**src/rtl/cache_line_burst_adaptor.sv**
```systemverilog
// cache_line_burst_adaptor
// Moves whole cache lines between the cache datapath and a narrower burst
// memory port. A fill gathers BEATS memory beats into one line. A writeback
// serialises a latched line into BEATS beats.
//
// Optional build macro BURST_TIMEOUT_EN adds a per-burst watchdog. When the
// watchdog expires, the burst is aborted and err_o pulses alongside resp_o.
// Without the macro, err_o is tied low and a burst waits on resp_i forever.
//
// Handshake rules:
//   Cache side:
//     - read_i/write_i are level requests.
//     - A request is accepted on the first rising edge that sees it in IDLE.
//     - The requester holds the request and address_i until the resp_o cycle.
//     - resp_o is a one-cycle completion pulse.
//   Memory side:
//     - read_o/write_o stay high for the whole burst and act as valid.
//     - Every cycle with resp_i=1 transfers exactly one beat, so resp_i acts as ready.
//     - Cycles with resp_i=0 are wait states.

module cache_line_burst_adaptor #(
    parameter int LINE_W  = 256,
    parameter int BURST_W = 64,
    parameter int TIMEOUT = 255
) (
    input  logic              clk,
    input  logic              rst,
    input  logic [LINE_W-1:0] line_i,
    output logic [LINE_W-1:0] line_o,
    input  logic [31:0]       address_i,
    input  logic              read_i,
    input  logic              write_i,
    output logic              resp_o,
    input  logic [BURST_W-1:0] burst_i,
    output logic [BURST_W-1:0] burst_o,
    output logic [31:0]       address_o,
    output logic              read_o,
    output logic              write_o,
    input  logic              resp_i,
    output logic              err_o
);

    localparam int         BEATS     = LINE_W / BURST_W;
    localparam logic [1:0] LAST_BEAT = 2'(BEATS - 1);
    localparam logic [31:0] LINE_MASK = ~(32'(LINE_W / 8) - 32'd1);

    typedef enum logic [1:0] {IDLE, RD, WR, DONE} state_t;

    state_t            state;
    state_t            state_next;
    logic [1:0]        beat;
    logic [LINE_W-1:0] line_q;
    logic [31:0]       addr_q;
    logic              abort;

    assign address_o = addr_q;

`ifdef BURST_TIMEOUT_EN
    logic [7:0] wd;
    logic       aborted;

    // The watchdog counts consecutive wait states inside a burst.
    // An expiry marks the burst as aborted so DONE can flag err_o.
    always_ff @(posedge clk) begin
        if (rst) begin
            wd      <= '0;
            aborted <= 1'b0;
        end else begin
            if (state == IDLE || state == DONE || resp_i) wd <= '0;
            else                                          wd <= wd + 8'd1;
            if (state == IDLE)  aborted <= 1'b0;
            else if (abort)     aborted <= 1'b1;
        end
    end

    assign abort = (state == RD || state == WR) && !resp_i && (wd == 8'(TIMEOUT));
    assign err_o = (state == DONE) && aborted;
`else
    assign abort = 1'b0;
    assign err_o = 1'b0;
`endif

    // State register.
    always_ff @(posedge clk) begin
        if (rst) state <= IDLE;
        else     state <= state_next;
    end

    // Next-state and output decode. A write request wins when both requests are high.
    always_comb begin
        state_next = state;
        read_o     = 1'b0;
        write_o    = 1'b0;
        resp_o     = 1'b0;
        burst_o    = '0;
        case (state)
            IDLE: begin
                if (write_i)     state_next = WR;
                else if (read_i) state_next = RD;
            end
            RD: begin
                read_o = 1'b1;
                if (abort || (resp_i && beat == LAST_BEAT)) state_next = DONE;
            end
            WR: begin
                write_o = 1'b1;
                burst_o = line_q[beat*BURST_W +: BURST_W];
                if (abort || (resp_i && beat == LAST_BEAT)) state_next = DONE;
            end
            DONE: begin
                resp_o     = 1'b1;
                state_next = IDLE;
            end
            default: state_next = IDLE;
        endcase
    end

    // Datapath: latch the request on accept, then place or step through beats on each ack.
    always_ff @(posedge clk) begin
        if (rst) begin
            beat   <= '0;
            line_q <= '0;
            addr_q <= '0;
            line_o <= '0;
        end else begin
            case (state)
                IDLE: begin
                    beat <= '0;
                    if (write_i) begin
                        line_q <= line_i;
                        addr_q <= address_i & LINE_MASK;
                    end else if (read_i) begin
                        addr_q <= address_i & LINE_MASK;
                        line_o <= '0;
                    end
                end
                RD: begin
                    if (resp_i) begin
                        line_o[beat*BURST_W +: BURST_W] <= burst_i;
                        beat <= beat + 2'd1;
                    end
                end
                WR: begin
                    if (resp_i) beat <= beat + 2'd1;
                end
                DONE: beat <= '0;
                default: beat <= '0;
            endcase
        end
    end

endmodule

```
**config.mk**
```make
export PLATFORM = sky130hd
export DESIGN_NAME = cache_line_burst_adaptor
export DESIGN_NICKNAME = d
export VERILOG_FILES = /design/src/rtl/cache_line_burst_adaptor.sv
export SDC_FILE = /design/constraint.sdc
export NUM_CORES = 1
export LEC_CHECK = 0
export ABC_AREA = 1
export ABC_CLOCK_PERIOD_IN_PS = 6300
export CORE_AREA = 5 5 274 276
export DETAILED_ROUTE_END_ITERATION = 8
export DIE_AREA = 0 0 279 281
export DONT_BUFFER_PORTS = 1
export SLEW_MARGIN = 20
export SYNTH_ARGS = -nofsm -noshare
export SYNTH_HDL_FRONTEND = slang
export SYNTH_SLANG_ARGS = --single-unit
```
**constraint.sdc**
```tcl
create_clock -name clk -period 6.3 [get_ports clk]
set_input_delay 0.63 -clock clk [delete_from_list [all_inputs] [get_ports clk]]
set_output_delay 0.63 -clock clk [all_outputs]
set_load 0.01 [all_outputs]
```
# After elaboration in Yosys (flattened, before gate mapping)
# Index checks and enable logic that the tools add are counted.
[word_totals]
wordCells = 47
in_bits = 357
regBits = 548
output_inout_bits = 356
[op_classes]
muxes = 17
eq_ne = 10
shifts = 3
n_reduce_logical = 10
add_sub_neg = 2
[ops]
columns = ["cell", "count"]
rows = [
  ["$mux W256", 3],
  ["$pmux W256 S2", 1],
  ["$bwmux W256", 1],
  ["$shift A64 B34 Y256 const A", 1],
  ["$shiftx A256 B9 Y64", 1],
  ["$shiftx A64 B34 Y256", 1],
  ["$mux W32", 2],
  ["$mux W64", 1],
  ["$neg A8 Y34", 1],
  ["$mux W2", 4],
  ["$eq A2 B2 Y1 const B", 3],
  ["$ne A2 B2 Y1 const B", 3],
  ["$pmux W2 S3", 1],
  ["$reduce_and A2 Y1", 3],
  ["$ne A2 B1 Y1 const B", 2],
  ["$pmux W2 S2", 1],
  ["$reduce_and A4 Y1", 1],
  ["$reduce_bool A2 Y1", 2],
  ["$reduce_or A2 Y1", 2],
  ["$mux W1", 3],
  ["$ne A3 B3 Y1 const B", 1],
  ["$add A2 B1 Y2 const B", 1],
  ["$eq A2 B1 Y1 const B", 1],
  ["$logic_not A2 Y1", 1],
  ["$logic_and A1 B1 Y1", 1],
]

# Depth between registers and ports, before layout
[depth]
depth_word = 5
mapped_depth = 13
ltp_nobuf = 9

# Least setup slack after synthesis
# OpenSTA, ideal clock, no wires.
[synth_path]
path_kind = "reg2reg"
startpoint = "register beat[0]"
endpoint = "register line_o[200]"
path_stages_with_launch = 13
arrival_time_ns = 2.082
setup_time_ns = 0.113
setup_slack_ns = 4.106
cell_sequence = "dfxtp_1 > buf_2 > clkinv_2 > buf_2 > buf_2 > ha_1 > buf_2 > inv_1 > nand3_1 > clkbuf_1 > nor2_1 > nor2_1 > nor2_1"
[synth_between]
elab_chain_cells = 5
word_cells_on_any_way = 6
classes_between = "add/sub: 1; shift: 2; mux: 3"
[synth_rtl]
columns = ["item", "line", "text"]
rows = [
  ["start, declared", "51", "logic [1:0] beat;"],
  ["start signal, assigned", "140", "beat <= beat + 2'd1;"],
  ["start signal, assigned", "144", "if (resp_i) beat <= beat + 2'd1;"],
  ["$neg A8 Y34 (*)", "139", "line_o[beat*BURST_W +: BURST_W] <= burst_i;"],
  ["$shiftx A64 B34 Y256 / $shift A64 B34 Y256 (equally long branches)", "139", ""],
  ["$bwmux W256 (*)", "139", ""],
  ["$mux W256 (*)", "138", "if (resp_i) begin"],
  ["$pmux W256 S2 (*)", "126", "case (state)"],
  ["end signal, assigned by index", "139", ""],
  ["end, declared", "29", "output logic [LINE_W-1:0] line_o,"],
]
# Mark *: on every way between the ends. The rest lies on a longest branch, timed or not. The select of a mux whose other input is x is not followed.
# A chain may end at the register's enable or synchronous reset.

# Worst setup path in the final report
[layout_path]
startpoint = "register beat[0]"
endpoint = "output burst_o[3]"
[layout_between]
elab_chain_cells = 2
[layout_rtl]
columns = ["item", "line", "text"]
rows = [
  ["$shiftx A256 B9 Y64", "107", "burst_o = line_q[beat*BURST_W +: BURST_W];"],
  ["$mux W64", "96", "case (state)"],
  ["end, declared", "35", "output logic [BURST_W-1:0] burst_o,"],
]
# No other way between the ends.

==> results.cfg <==
[outcome]
outcome = finished, final reports clean

[critical_path]
critPathBufInv = 3
r2r_slack_ps = 2590
critPathKind = reg -> out
crit_fanout = 81
critPathLaunchType = flip-flop
cpLargestDelayFamily = buffers and inverters
crit_path_end_kind = output port
cp.arrival_ps = 3520
path_common_cell = buf_4
critPathSlowestCell = buf_4
cp.required_ps = 5670
cp_cell_sequence = clkinv_2, buf_4, buf_4, o21ai_0, a21oi_1
critical-path-max-stage-delay_ps = 720

[clock_network]
cts_resized = 0
clk_latency_ps = 610
cts-root-buf = clkbuf_16
cts_tree = done
cts_buffer_depth = 3
cts_buffers = 61
h-tree-depth = 2
cts.clk_slew.worst_paths_ps = 60
cts_hold_buf = 0
cts_sinks = 543
cts_setup_buffers = 0

[hold_path]
min_path_type = in -> reg

[floorplanning]
io_pins = 713
rows = 99
core_sq_um = 72300
start_util_pct = 33.4
dieArea_sq_um = 78400
die_y_um = 281
die_w_um = 279

[sta]
finalSetupViolCount = 0
fin_tns_setup_ps = 0
clock.fmax_mhz = 241
worst_pin_slew_ps = 1040
rsz0062_at_grt = false
hold_violations = 0
fin_crit_sh_pct = 65.9
clock-skew-final_ps = 16.8
relSlewSlack_pct = 30.9
fin_crit_ps = 4150
slew_viol_final = 0

[finish]
num-nets-final = 3912
fillers = 7816
drive_gt1_share_pct = 4.06
syn_to_final_growth_pct = 9.63

[detailed_routing]
drt_pre_antenna_iters = 8
num_vias = 21800
drtAntennaViolNets = 0
avgViaCountPerCell = 4.77
totalWireLength_um = 83800
drcViolationCount = 0
wl_per_cell_um = 18.3
drtIter0Drc = 1523

[synthesis]
synth_cell_types = 28
synth_xor_area_share_pct = 0
syn_inst = 3730
syn-mean-instance-area_sq_um = 6.47
synth_area_sq_um = 24100
yosys_warnings = 0
synthSimpleGateAreaFrac_pct = 32.6
synth_top_family_by_area = simple AND/OR/NAND/NOR gates
synth-seq-area-share_pct = 45.1
muxShareOfSynthArea_pct = 0
synth_seq_cells = 543
synth_adder_area_share_pct = 0.467
synth_compound_area_share_pct = 12.0

[run]
max-cap-violations = 0

[global_route]
grt_overflow_total = 0
grt_first_pass_wirelength_um = 124000
grt_pass1_vias = 19900
grt_antenna_before_repair = 27
grtUsageTotal_pct = 19.9
grt_max_degree = 257

[place]
place_hpwl_um = 54800
numPortBuffers = 0
globalplace.congestion = 0.861

[pwr]
vdd_drop_max_uv = 274
total_power_w = 0.0143
power_leakage_nw = 11.5
p_per_area_nw_per_um2 = 539
[sequential cells by signal (all words and copies together), names as in the netlist]
name	flops
line_o	256
line_q	256
beat	2
state	2
address_o	27
[power breakdown]
group          total [W]  leakage (nW)  internal [W]  switching [W]
sequential       0.00582          4.49       0.00459        0.00124
combinational    0.00478          5.95       0.00152        0.00326
clock            0.00366          1.01       0.00217        0.00149
total             0.0143          11.5       0.00827        0.00599
[stage by stage]
stage | setup WS, ps | std cells | instance area (sq um) | util [%] | hold slack [ps]
after floorplan | 4110 | 3735 | 24100 | - | 450
after global placement | 2470 | 4442 | 24300 | 33.7 | 455
after detailed placement | 2460 | 4442 | 24300 | 33.7 | 465
after CTS | 2090 | 4553 | 26400 | 36.5 | 7.21
after global routing | 2000 | 4567 | 26400 | 36.6 | 21.1
final | 2150 | 4571 | 26500 | 36.6 | 81.2
[layout by cell type (no fill, tap or decap), types with 5 or more instances in the layout]
cell | netlist | routed
o21ai_0 | 410 | 410
nor3_1 | 39 | 39
inv_6 | 0 | 5
diode_2 | 0 | 18
clkbuf_8 | 0 | 15
o21ai_1 | 6 | 6
nand2_1 | 587 | 586
clkinv_2 | 1 | 10
clkbuf_16 | 0 | 63
buf_12 | 0 | 5
conb_1 | 1 | 6
inv_1 | 279 | 277
buf_4 | 22 | 18
dfxtp_1 | 543 | 541
nor2_1 | 1348 | 1348
ha_1 | 9 | 8
nand3_4 | 0 | 5
clkbuf_1 | 138 | 13
nand3_1 | 41 | 40
nand4_1 | 13 | 13
a21oi_1 | 159 | 159
[path summary, 6_finish.rpt]
| kind | from | to | cells after the start |
|---|---|---|---|
| hold reg to reg | line_q[231] | line_q[231] | 2 |
| hold / removal | rst | state[0] | 1 |
| setup reg to reg | beat[0] | line_o[133] | 7 |
| setup / recovery | beat[0] | burst_o[3] | 5 |
[cells in the mapped netlist]
cell type | number | area share (%)
nor2_1 | 1348 | 21
buf_1 | 6 | 0.093
clkinv_2 | 1 | 0.021
o21ai_1 | 6 | 0.12
nand4_4 | 1 | 0.088
buf_4 | 22 | 0.68
inv_2 | 5 | 0.078
dfxtp_1 | 543 | 45
ha_1 | 9 | 0.47
clkbuf_1 | 138 | 2.1
nand3_1 | 41 | 0.85
nand3_2 | 4 | 0.17
nand2_1 | 587 | 9.1
nand2_4 | 1 | 0.047
nor2_2 | 1 | 0.026
a21oi_1 | 159 | 3.3
nor3_2 | 1 | 0.041
buf_2 | 98 | 2.0
o21ai_0 | 410 | 8.5
nand4_1 | 13 | 0.34
clkinv_1 | 1 | 0.016
conb_1 | 1 | 0.016
nand2_2 | 3 | 0.078
or2_1 | 1 | 0.026
nor3_1 | 39 | 0.81
buf_6 | 11 | 0.51
o21ai_2 | 1 | 0.036
inv_1 | 279 | 4.3
[layout make-up]
cell class                      count  area, sq um  area share (%)
Sequential cell                   543        10900            41.1
Clock inverter                     20          228           0.861
Clock buffer                       91         1830            6.93
Inverter                          286         1090            4.12
Antenna cell                       18         45.0           0.170
Tap cell                          959         1200            4.54
Timing Repair Buffer               23          235           0.889
Multi-Input combinational cell   2631        10900            41.4
[logic make-up after synthesis]
group / Yosys count
other: 1
buffers and inverters: 561
adder cells (fa/ha/maj): 9
AO/OA/AOI/OAI: 576
flip-flops: 543
AND/OR/NAND/NOR: 2040
[layer usage]
layer  vias to the layer above  global-route usage [%]  wire, um
met5                         -                       0       161
met4                        24                    7.53      3240
met3                       164                    8.32      9170
met2                       763                    32.9     38400
met1                      9755                    23.2     32800
li1                      11100                       -         -
Power figures use the tool's default switching activity.
